--- src/rtl/mem_master.sv ---
// mem_master: converts one byte/half/word load or store into an aligned word-bus
// transaction with byte enables, then returns the extracted read data as a
// one-cycle response pulse.
// Optional feature macro MEM_MASTER_TIMEOUT_EN: abort a transaction after
// `timeout` stalled cycles and report it as an error.
module mem_master #(
  parameter int unsigned addr_w  = 32,
  parameter int unsigned data_w  = 32,
  parameter int unsigned timeout = 16
) (
  input  logic              gclk,
  input  logic              resetn,
  input  logic              req,
  output logic              req_ready,
  input  logic              req_write,
  input  logic [1:0]        req_size,
  input  logic              req_signed,
  input  logic [addr_w-1:0] req_addr,
  input  logic [data_w-1:0] req_wdata,
  output logic              resp_valid,
  output logic [data_w-1:0] resp_rdata,
  output logic              resp_error,
  output logic [addr_w-1:0] mem_addr,
  input  logic [data_w-1:0] mem_rdata,
  output logic [data_w-1:0] mem_wdata,
  output logic [3:0]        mem_b_en,
  output logic              mem_w_en,
  input  logic              mem_stall,
  input  logic              mem_error
);

  localparam logic [1:0] sz_byte = 2'b00;
  localparam logic [1:0] sz_half = 2'b01;
  localparam logic [1:0] sz_word = 2'b10;

  typedef enum logic [1:0] {IDLE, REQ, RESP} state_t;

  state_t            state, state_n;
  logic [1:0]        off_q, off_n;
  logic              write_q, write_n;
  logic [1:0]        size_q, size_n;
  logic              sgn_q, sgn_n;
  logic [addr_w-1:0] addr_n;
  logic [data_w-1:0] wdata_n;
  logic [3:0]        be_n;
  logic              wen_n;
  logic              err_n;

  logic              misaligned_c;
  logic [3:0]        lane_be_c;
  logic [data_w-1:0] lane_wdata_c;
  logic [data_w-1:0] shifted_c;
  logic [data_w-1:0] ext_c;

`ifdef MEM_MASTER_TIMEOUT_EN
  localparam int unsigned cnt_w = (timeout < 1) ? 1 : $clog2(timeout + 1);
  logic [cnt_w-1:0] stall_cnt, stall_cnt_n;
`else
  logic unused_cfg;
  assign unused_cfg = ^32'(timeout);
`endif

  // Handshake/status decodes of the state register.
  assign req_ready  = (state == IDLE);
  assign resp_valid = (state == RESP);

  // Alignment check, byte enables and lane replication for the incoming request.
  always_comb begin
    misaligned_c = 1'b0;
    lane_be_c    = 4'b1111;
    lane_wdata_c = req_wdata;
    case (req_size)
      sz_byte: begin
        lane_be_c    = 4'b0001 << req_addr[1:0];
        lane_wdata_c = {4{req_wdata[7:0]}};
      end
      sz_half: begin
        misaligned_c = req_addr[0];
        lane_be_c    = req_addr[1] ? 4'b1100 : 4'b0011;
        lane_wdata_c = {2{req_wdata[15:0]}};
      end
      sz_word: misaligned_c = (req_addr[1:0] != 2'b00);
      default: misaligned_c = 1'b1;
    endcase
  end

  // Next-state and registered-output logic.
  always_comb begin
    state_n = state;
    off_n   = off_q;
    write_n = write_q;
    size_n  = size_q;
    sgn_n   = sgn_q;
    addr_n  = mem_addr;
    wdata_n = mem_wdata;
    be_n    = mem_b_en;
    wen_n   = mem_w_en;
    err_n   = resp_error;
`ifdef MEM_MASTER_TIMEOUT_EN
    stall_cnt_n = stall_cnt;
`endif
    case (state)
      IDLE: begin
        err_n = 1'b0;
        if (req) begin
          off_n   = req_addr[1:0];
          write_n = req_write;
          size_n  = req_size;
          sgn_n   = req_signed;
          if (misaligned_c) begin
            state_n = RESP;
            err_n   = 1'b1;
          end else begin
            state_n = REQ;
            addr_n  = {req_addr[addr_w-1:2], 2'b00};
            wdata_n = lane_wdata_c;
            be_n    = lane_be_c;
            wen_n   = req_write;
`ifdef MEM_MASTER_TIMEOUT_EN
            stall_cnt_n = '0;
`endif
          end
        end
      end
      REQ: begin
        if (!mem_stall) begin
          state_n = RESP;
          err_n   = mem_error;
          addr_n  = '0;
          wdata_n = '0;
          be_n    = 4'b0000;
          wen_n   = 1'b0;
        end
`ifdef MEM_MASTER_TIMEOUT_EN
        else if (stall_cnt == cnt_w'(timeout)) begin
          state_n = RESP;
          err_n   = 1'b1;
          addr_n  = '0;
          wdata_n = '0;
          be_n    = 4'b0000;
          wen_n   = 1'b0;
        end else begin
          stall_cnt_n = stall_cnt + cnt_w'(1);
        end
`endif
      end
      RESP: begin
        state_n = IDLE;
        err_n   = 1'b0;
      end
      default: state_n = IDLE;
    endcase
  end

  // State and output registers.
  always_ff @(posedge gclk or negedge resetn) begin
    if (!resetn) begin
      state      <= IDLE;
      off_q      <= 2'b00;
      write_q    <= 1'b0;
      size_q     <= 2'b00;
      sgn_q      <= 1'b0;
      mem_addr   <= '0;
      mem_wdata  <= '0;
      mem_b_en   <= 4'b0000;
      mem_w_en   <= 1'b0;
      resp_error <= 1'b0;
`ifdef MEM_MASTER_TIMEOUT_EN
      stall_cnt  <= '0;
`endif
    end else begin
      state      <= state_n;
      off_q      <= off_n;
      write_q    <= write_n;
      size_q     <= size_n;
      sgn_q      <= sgn_n;
      mem_addr   <= addr_n;
      mem_wdata  <= wdata_n;
      mem_b_en   <= be_n;
      mem_w_en   <= wen_n;
      resp_error <= err_n;
`ifdef MEM_MASTER_TIMEOUT_EN
      stall_cnt  <= stall_cnt_n;
`endif
    end
  end

  // Load data extraction; the responder's registered data is only valid in RESP.
  always_comb begin
    shifted_c = mem_rdata >> {off_q, 3'b000};
    case (size_q)
      sz_byte: ext_c = {{(data_w-8){sgn_q & shifted_c[7]}}, shifted_c[7:0]};
      sz_half: ext_c = {{(data_w-16){sgn_q & shifted_c[15]}}, shifted_c[15:0]};
      default: ext_c = shifted_c;
    endcase
    resp_rdata = (resp_valid && !write_q && !resp_error) ? ext_c : '0;
  end

endmodule

--- config.mk ---
export PLATFORM = sky130hd
export DESIGN_NAME = mem_master
export DESIGN_NICKNAME = d
export VERILOG_FILES = /design/src/rtl/mem_master.sv
export SDC_FILE = /design/constraint.sdc
export NUM_CORES = 1
export LEC_CHECK = 0
export BUFFER_PORTS_ARGS = -buffer_cell sky130_fd_sc_hd__buf_2
export CORE_ASPECT_RATIO = 1.4
export CORE_UTILIZATION = 41
export CTS_CLUSTER_SIZE = 8
export DETAILED_ROUTE_END_ITERATION = 12
export GPL_ROUTABILITY_DRIVEN = 1
export GPL_TIMING_DRIVEN = 0
export PLACE_DENSITY_LB_ADDON = 0.15
export SLEW_MARGIN = 25
export SYNTH_ARGS = -nofsm -noshare
export SYNTH_HDL_FRONTEND = slang
export SYNTH_SLANG_ARGS = --single-unit
export TNS_END_PERCENT = 10
--- constraint.sdc ---
create_clock -name gclk -period 1.9 [get_ports gclk]
set_clock_uncertainty 0.1 [all_clocks]
set_input_delay 0.19 -clock gclk [delete_from_list [all_inputs] [get_ports gclk]]
set_output_delay 0.19 -clock gclk [all_outputs]
set_load 0.02 [all_outputs]
**Yosys cells after proc, flatten, opt, wreduce, memory -nomap -nowiden**

Cells that the tools add are included.

- Bits in registers: 78
- Latch bits: 0
- Bits in writable memories: 0
- ROM bits: 0
- Input port bits: 105
- Output and inout bits: 104
- Memories: 0

- Add/subtract/negate cells: 0
- Multiply operators: 0
- Div/mod/pow operators: 0
- Magnitude comparators: 0
- Equal/unequal tests: 8
- Shift-type cells: 2
- Muxes and demuxes: 29
- Bitwise logic cells: 2
- Reductions and logical operators: 14

Operators with widths:

| kind | count |
|---|---|
| $pmux W32 S2 | 4 |
| $mux W32 | 6 |
| $shr A32 B5 Y32 | 1 |
| $mux W4 | 4 |
| $pmux W4 S2 | 2 |
| $eq A2 B1 Y1 const B | 3 |
| $logic_not A2 Y1 | 3 |
| $mux W1 | 6 |
| $mux W2 | 3 |
| $ne A2 B2 Y1 const B | 3 |
| $pmux W1 S3 | 2 |
| $reduce_and A2 Y1 | 3 |
| $eq A2 B2 Y1 const B | 2 |
| $pmux W2 S2 | 1 |
| $reduce_and A4 Y1 | 1 |
| $reduce_bool A2 Y1 | 2 |
| $shl A1 B2 Y4 const A | 1 |
| $reduce_bool A3 Y1 | 1 |
| $and A1 B1 Y1 | 2 |
| $logic_and A1 B1 Y1 | 2 |
| $logic_not A1 Y1 | 2 |
| $pmux W1 S2 | 1 |

**Longest topological paths before layout**

Gate-level depths: netlist (run 1).

- Depth in word-level cells: 5
- Depth in mapped cells: 8
- Depth with buffers taken out: 6

**Worst setup path after synthesis (run 1)**

Ideal clock, no wire load.

- Path kind: reg2out
- Start: reg state[0]
- End: out resp_rdata[5]
- Arrival: 2.010 ns
- Path slack: -0.400 ns
- Cell stages (with the launch flop): 7
- Cell sequence: dfrtp_1 inv_1 ha_1 or3b_1 buf_2 clkbuf_1 a211oi_1

- Longest elaborated chain between the ends: 4

Ends and longest elaborated chain:

| item | line | text |
|---|---|---|
| from (decl) | 38 | `state_t state, state_n;` |
| from (signal assigned) | 172 | `state <= state_n;` |
| $eq A2 B2 Y1 | 65 | `assign resp_valid = (state == RESP);` |
| net resp_valid | 20 | `output logic resp_valid,` |
| $logic_and A1 B1 Y1 (2 in a row) | 196 | `resp_rdata = (resp_valid && !write_q && !resp_error) ? ext_c : '0;` |
| $mux W32 | 196 |  |
| to (decl) | 21 | `output logic [data_w-1:0] resp_rdata,` |

The timed path passes the listed nets, and every way through them passes these cells.

**Worst setup path in the final report (run 1)**

- Start: reg state[1]
- End: out resp_rdata[21]

- Longest elaborated chain between the ends: 4

Ends and longest elaborated chain:

| item | line |
|---|---|
| $eq A2 B2 Y1 | 65 |
| $logic_and A1 B1 Y1 (2 in a row) | 196 |
| $mux W32 | 196 |

Every way passes these cells.

==> summary.md, run 1 <==
| Metric | Value |
|---|---|
| Clock Power Share | 18.2% |
| Most frequent cells in the layout | 176 x buf_2, 75 x dfrtp_1, 47 x a22o_1, 34 x mux2i_1, 32 x dlygate4sd3_1 |
| Status | finished with violations |
| 1st-iter DRT viols | approximately 190 |
| CP Class | reg2out |
| Worst-skew pair later-pin latency | between 0.3 and 0.4 ns |
| WL final | about 13000 microns |
| Nets | 730 |
| Max Fclk | just over 400 MHz |
| Area post-placement | approximately 5200 sq um |
| Rows | 42 |
| NetSw | roughly 4000 uW |
| CTS H-tree depth | 3 |
| Initial antenna violation count | 0 |
| Max VDD drop | 0.773 mV |
| Max-cap violations | 0 |
| Switching Share | a little over two fifths |
| Most common cell after layout, fill and taps aside | buf_2 |
| Routed metal-1 wire length | approximately 5000 microns |
| ANT cells | 0 |
| Number of global-route vias before repair | roughly 4300 |
| Post-synth top area cell | dfrtp_1 |
| Clk slew on worst S/H paths | 0.06 ns |
| Mapped Cells | ~360 |
| Residual DRC | 15 |
| GRT Util Overall | 26.9% |
| Relative slew slack | roughly 52% |
| Warnings from Yosys | 0 |
| Worst r2r dst | mem_addr[24] |
| #FFs+latches synth | 76 |
| Setup-failing EPs final | between 50 and 60 |
| Internal | 5590 uW |
| Comb power frac | between 50% and 60% |
| Final hold vios | 0 |
| Largest net degree at the start of global routing | 41 |
| Sequential share of power | between 20% and 30% |
| Core ar. | 9410 sq um |
| Post-synth cell types | 43 |
| GRT overflow | 0 |
| DIE WIDTH | approximately 85 microns |
| Crit end category | output pin |
| Ys flop type | dfrtp_1 |
| Detail Route Antenna Nets | 0 |
| Vias per inst | ~5.5 |
| I/O pin count | 209 |
| Critical path fanouts, max | 5 |
| Fin Setup TNS | -16.27 ns |
| DRT Pass-1 Iters | 11 |
| Pwr dens | 1510 nW/um^2 |
| Tcrit/Tclk final | 130% |
| Detailed placement HPWL | roughly 9000 microns |
| Clock Sinks | 76 |
| Gpl congestion | 0.880 |
| Hold Path Sink | mem_addr[24] |
| Post-route cell area | about 6400 sq um |
| Starting density of the core | between 40% and 50% |
| Setup slack after placement | -0.481 ns |
| Hold depth | 2 |
| IO Port Bufs | 206 |
| Mapped Area | 3950 sq um |
| Hold wc startpoint | req_addr[24] |
| Ys async rst share | 100% |
| Die Ht | about 120 microns |
| Failing checks | DRC, setup timing |
| RSZ-0062 raised after global routing | yes |
| DR top layer | met4 |
| Root Driver | clkbuf_16 |
| CTS max path bufs | 2 |
| CTS tree | built |
| Vias post-DR | around 4000 |
| First-pass GRT wire length | 21100 microns |
| Leak Pwr | 0.00326 uW |
| Setup WS post-layout | -0.570 ns |
| Share of cells above drive strength 1 | 53.7% |
| Met3 WL post-DR | 786 microns |
| Post-synth EDFFs | 0 |
| Area grow syn2layout | 61.6% |
| FF-to-FF path depth | 8 |
| Met2 wire len | about 7000 microns |
| Synthesized area per cell | 11.1 sq um |
| Drt wl/cell | approximately 18 microns |
| Post-synth top area share | 48.2% |
| Final Max Tran Viols | 0 |
| Crit path DAT | 2.18 ns |
| Sequential area share after synthesis | 48.2% |
| Reg-to-reg startpoint | state[1] |
| Die footprint | 10000 sq um |
| R2R Setup Slk | -0.15 ns |
| Worst hold path class | in2reg |
| Util after Layout | about two thirds |
| Final min period | about 2.5 ns |
| Measured slew at the worst slew-check pin | just over 0.7 ns |
| Startpoint types | register |
| Worst EP required | around 1.6 ns |
| Synth top area cells | dfrtp_1 48%, a22o_1 10%, mux2i_1 8.6%, mux2_2 6.0%, nand2_1 4.4% |
| Inserted Clock Buffers | 9 |
| Tot Pwr | a little under 10000 uW |
-- Yosys cell counts, drive strengths merged, types with 2 or more instances --
cell type   n
a21oi      16
nand2      46
mux2i      34
a211oi      7
buf        18
dfrtp      76
nor3        3
o21ai      11
a22oi       7
a22o       47
clkbuf      9
ha          4
nor2       15
nor3b       2
a32o        4
mux2       21
or3         3
o2bb2ai    16
inv         4
-- power by group through the flow --
stage	Clock, uW	Combinational, uW	Sequential [uW]
floorplan	0	2240	3480
global placement	0	4390	2720
detailed placement	0	4470	2730
CTS	1780	5000	2740
global route	1840	5430	2820
finish	1750	5120	2740
-- worst max-delay path by stage --
stage,slack (ns),cells after the start,from,to
floorplan,-0.18,7,state[0],resp_rdata[31]
global placement,-0.43,8,state[1],mem_wdata[23]
detailed placement,-0.48,8,state[1],mem_wdata[17]
CTS,-0.50,10,state[0],resp_rdata[22]
global route,-0.61,10,state[0],resp_rdata[21]
finish,-0.57,9,state[1],resp_rdata[21]
-- final cells by class --
type,instances,area (sq um)
sequential,76,1900
clock buffer,10,239
tap,110,138
buffer,27,210
fill,714,3030
inverter,5,20.0
clock inverter,6,72.6
timing repair buffer,252,1660
multi-input combinational,250,2130
-- metrics by stage --
| step | hold slack (ns) | instances |
|---|---|---|
| 2_1_floorplan | -0.206 | 358 |
| 3_3_place_gp | 0.307 | 674 |
| 3_5_place_dp | 0.100 | 675 |
| 4_1_cts | 0.00488 | 735 |
| 5_1_grt | 0.0161 | 736 |
| 6_report | 0.00958 | 736 |
-- worst max-delay path: stages (launching register included) --
cell	delay, ns
dfrtp_2	0.43
ha_4	0.15
or3b_1	0.35
buf_6	0.15
buf_6	0.12
nor3b_4	0.24
buf_6	0.15
nand2_1	0.06
nand2_2	0.08
buf_6	0.12
-- registers in the layout, indices dropped and copies added (netlist names) --
signal	flops
off_q	2
mem_w_en	1
mem_wdata	32
mem_addr	30
write_q	1
sgn_q	1
mem_b_en	4
size_q	2
state	2
resp_error	1
-- cell families (layout without fill, tap and decap cells) --
family / after synthesis / count (layout) / synth area share, %
AO/OA/AOI/OAI: 111 / 111 / 21.9
adder cells (fa/ha/maj): 4 / 4 / 1.27
multiplexers: 55 / 55 / 14.6
XOR/XNOR: 1 / 1 / 0.222
flip-flops: 76 / 76 / 48.2
buffers and inverters: 32 / 300 / 4.15
other: 1 / 2 / 0.0951
AND/OR/NAND/NOR: 77 / 77 / 9.52
-- what timing repair did --
action                     4_1_cts  5_1_grt
cloned                           1        0
hold endpoints to repair        70        0
hold buffers                    32        0
setup endpoints to repair       99       98
pin swaps                       12       11
resized for setup              101       22
setup buffers                   11        1
-- layer usage --
metal / vias to the layer above / track usage, %
li1: 1849 / -
met1: 1954 / 30.1
met2: 183 / 48.8
met3: 34 / 5.05
met4: 0 / 12.1
met5: - / 0
Power figures use the tool's default switching activity.
==> inputs of run 2 (changes only) <==
Settings changed: ABC_AREA from default to 1, CORE_UTILIZATION 41 to 43.
==> summary.md, run 2 <==
| Metric | Value |
|---|---|
| Critical path origin | off_q[0] |
| Mapped Cells | 745 (+110%) |
| Internal | 6420 uW (+15%) |
| Post-synth top area cell | dfrtp_1 |
| Peak per-stage delay on the critical path | 0.46 ns (+0.03 ns) |
| Largest regs | mem_wdata (32), mem_addr (30), mem_b_en (4) |
| Number of global-route vias before repair | 5139 (+19%) |
| Synth top cells by count | 341 x nand2_1, 85 x nor2_1, 76 x dfrtp_1, 76 x inv_1, 28 x nand3_1 |
| Fin Setup TNS | -3.55 ns (+12.72 ns) |
| Inserted Clock Buffers | 9 (unchanged) |
| GRT Util Overall | 27.6% (+0.75 points) |
| Worst-skew pair later-pin latency | 0.33 ns (about the same) |
| Area post-placement | 5960 sq um (+14%) |
| Most frequent cells in the layout | 324 x nand2_1, 181 x buf_2, 81 x nor2_1, 75 x dfrtp_1, 62 x inv_1 |
| CTS tree | built |
| Warnings from Yosys | 0 (unchanged) |
| Setup-failing EPs final | 32 (-38%) |
| Final hold vios | 0 (unchanged) |
| Post-route cell area | 6880 sq um (+7.8%) |
| Max VDD drop | 0.934 mV (+21%) |
| Sequential share of power | 22.8% (-5.7 points) |
| Startpoint types | register |
| Core ar. | 10500 sq um (+12%) |
| Root Driver | clkbuf_16 |
| Ys flop type | dfrtp_1 |
| CTS H-tree depth | 3 (unchanged) |
| Relative slew slack | 64.7% (+13 points) |
| Gpl congestion | 0.934 (+6.1%) |
| First-pass GRT wire length | 25000 microns (+19%) |
| Synth top area cells | dfrtp_1 40%, nand2_1 27%, nor2_1 6.8%, inv_1 6.0%, nand3_1 3.0% |
| 1st-iter DRT viols | 294 (+53%) |
| #FFs+latches synth | 76 (unchanged) |
| IO Port Bufs | 206 (unchanged) |
| Clk slew on worst S/H paths | 0.06 ns (about the same) |
| Clock Power Share | 13.1% (-5.1 points) |
| Failing checks | setup timing |
| Mapped Area | 4720 sq um (+20%) |
| Max Fclk | 483 MHz (+19%) |
| Comb power frac | 64.1% (+11 points) |
| Area grow syn2layout | 45.6% |
| Detailed placement HPWL | 11200 microns (+24%) |
| Most numerous cell in the Yosys netlist | nand2_1 |
| Leak Pwr | 0.00412 uW (+27%) |
| Post-synth top area share | 40.3% (-7.9 points) |
| Nets | 1089 (+49%) |
| Setup WS post-layout | -0.169 ns (+0.402 ns) |
| Residual DRC | 0 (-15) |
| Largest net degree at the start of global routing | 46 (+12%) |
| Crit path DAT | 1.78 ns (-0.40 ns) |
| Critical path fanouts, max | 6 (+1) |
| DIE WIDTH | 90.6 microns (+6.7%) |
| Area of the multi-input gates | 2510 sq um (+18%) |
| Die footprint | 11400 sq um (+14%) |
| Crit end category | output pin |
| Cell at the slowest stage of the critical path | dfrtp_2 |
| Starting density of the core | 44.9% (+3.0 points) |
| Max-cap violations | 0 (unchanged) |
| Measured slew at the worst slew-check pin | 0.528 ns (-0.196 ns) |
| Most common cell after layout, fill and taps aside | nand2_1 |
| I/O pin count | 209 (unchanged) |
| Vias post-DR | 5445 (+35%) |
| Drt wl/cell | 14.0 microns (-22%) |
| Filler cell count | 974 (+36%) |
| R2R Setup Slk | 0.04 ns (+0.19 ns) |
| Final Max Tran Viols | 0 (unchanged) |
| Share of cells above drive strength 1 | 35.8% (-18 points) |
| CP Class | reg2out |
| Ys async rst share | 100% (unchanged) |
| Post-synth EDFFs | 0 (unchanged) |
| RSZ-0062 raised after global routing | yes |
| CTS max path bufs | 2 (unchanged) |
| Pwr dens | 1820 nW/um^2 (+20%) |
| Reg-to-reg startpoint | state[0] |
| Most flops, register | mem_wdata |
| Max FFs per register | 32 (unchanged) |
| Worst path cell trace | inv_4 > buf_6 > nand2_2 > nand2_2 > nand3_2 > nand3_4 > buf_6 > nand2_2 > inv_2 > buf_6 |
| Sequential area share after synthesis | 40.3% (-7.9 points) |
| Rows | 44 (+4.8%) |
| Seq. cell area | 1900 sq um (unchanged) |
| Final min period | 2.07 ns (-0.402 ns) |
| Top delay family on crit path | buffers and inverters |
| Synthesized area per cell | 6.34 sq um (-43%) |
| ANT cells | 0 (unchanged) |
| Bufs and invs on worst path | 5 (+1) |
| Post-synth cell types | 28 (-35%) |
| Die Ht | 126 microns (+6.7%) |
| Switching Share | 48.6% (+6.8 points) |
| Initial antenna violation count | 1 (+1) |
| GRT overflow | 0 (unchanged) |
| WL final | 15700 microns (+19%) |
| Vias per inst | 4.86 (-11%) |
| DRT Pass-1 Iters | 5 (-6) |
| Status | finished with violations |
| Worst EP required | 1.61 ns (about the same) |
| NetSw | 6070 uW (+51%) |
| Worst hold path class | in2reg |
| Tcrit/Tclk final | 109% (-21 points) |
| Clock Sinks | 76 (unchanged) |
| Setup slack after placement | -0.136 ns (+0.345 ns) |
| Hold wc startpoint | req_addr[15] |
| Detail Route Antenna Nets | 0 (unchanged) |
run 2: cell count changes after synthesis, moves of 7 or more:
cell       previous run  this run
nand2_1              46       341
clkbuf_1              9        18
nor3_1                1        15
o2bb2ai_1            16         0
a22o_1               47         0
nand3_1               1        28
mux2_2               21         0
o21ai_0               9        16
mux2i_1              34         0
a21oi_1              15        27
nor2_1               14        85
inv_1                 4        76
run 2: cell families after synthesis:
| kind of cell | after synthesis | share of synthesized area, % |
|---|---|---|
| AND/OR/NAND/NOR | 479 | 39.9 |
| buffers and inverters | 126 | 11.7 |
| flip-flops | 76 | 40.3 |
| AO/OA/AOI/OAI | 59 | 6.99 |
| adder cells (fa/ha/maj) | 4 | 1.06 |
| other | 1 | 0.0794 |
run 2: layout make-up:
cell class,count,area share [%]
Tap cell,138,2.51
Clock inverter,3,0.582
Multi-Input combinational cell,544,36.5
Clock buffer,10,3.48
Sequential cell,76,27.7
Buffer,44,4.88
Timing Repair Buffer,225,20.0
Inverter,80,4.44
run 2: what timing repair did:
item                                    CTS  global route
pin swaps                                11             9
endpoints found under the setup margin   92            92
cloned                                    5             0
buffers inserted                         10             1
hold buffers                              2             0
resized for setup                       115            57
hold endpoints to repair                 32             0
run 2: final timing paths:
path	endpoint	cells past startpoint
setup / recovery	resp_rdata[26]	10
hold / removal	mem_addr[15]	5
setup reg to reg	mem_addr[8]	11
hold reg to reg	mem_wdata[26]	2
max in group asynchronous	mem_wdata[10]	3
min in group asynchronous	mem_addr[20]	2
run 2: per-layer routing:
metal | global-route usage [%] | routed length (microns)
met1 | 30.8 | 5970
met2 | 50.4 | 8080
met3 | 5.50 | 1070
met4 | 12.0 | 572
met5 | 0 | 0
run 2: through the flow:
stage	util (%)	cells	power, uW	hold slack [ns]
after CTS	64.1	1119	12100	0.0356
after global placement	56.4	1090	9310	0.342
final	65.4	1120	12500	0.0419
after detailed placement	56.7	1091	9370	0.0669
after global routing	65.4	1120	13300	0.0673
after floorplan	-	746	7280	-0.206
run 2: worst register-to-register path, delay by kind of cell, from the launching register on:
| family | cells | cell delay (ns) |
|---|---|---|
| fa+ha+maj | 1 | 0.27 |
| simple gates | 4 | 0.33 |
| compound gates | 1 | 0.15 |
| buf+inv | 5 | 0.59 |
| flops | 1 | 0.38 |
run 2: power by group through the flow:
stage	clock, uW	combinational [uW]	sequential [uW]
global placement	0	6490	2830
floorplan	0	3610	3670
detailed placement	0	6540	2830
finish	1630	8000	2850
CTS	1660	7590	2850
global route	1720	8680	2940
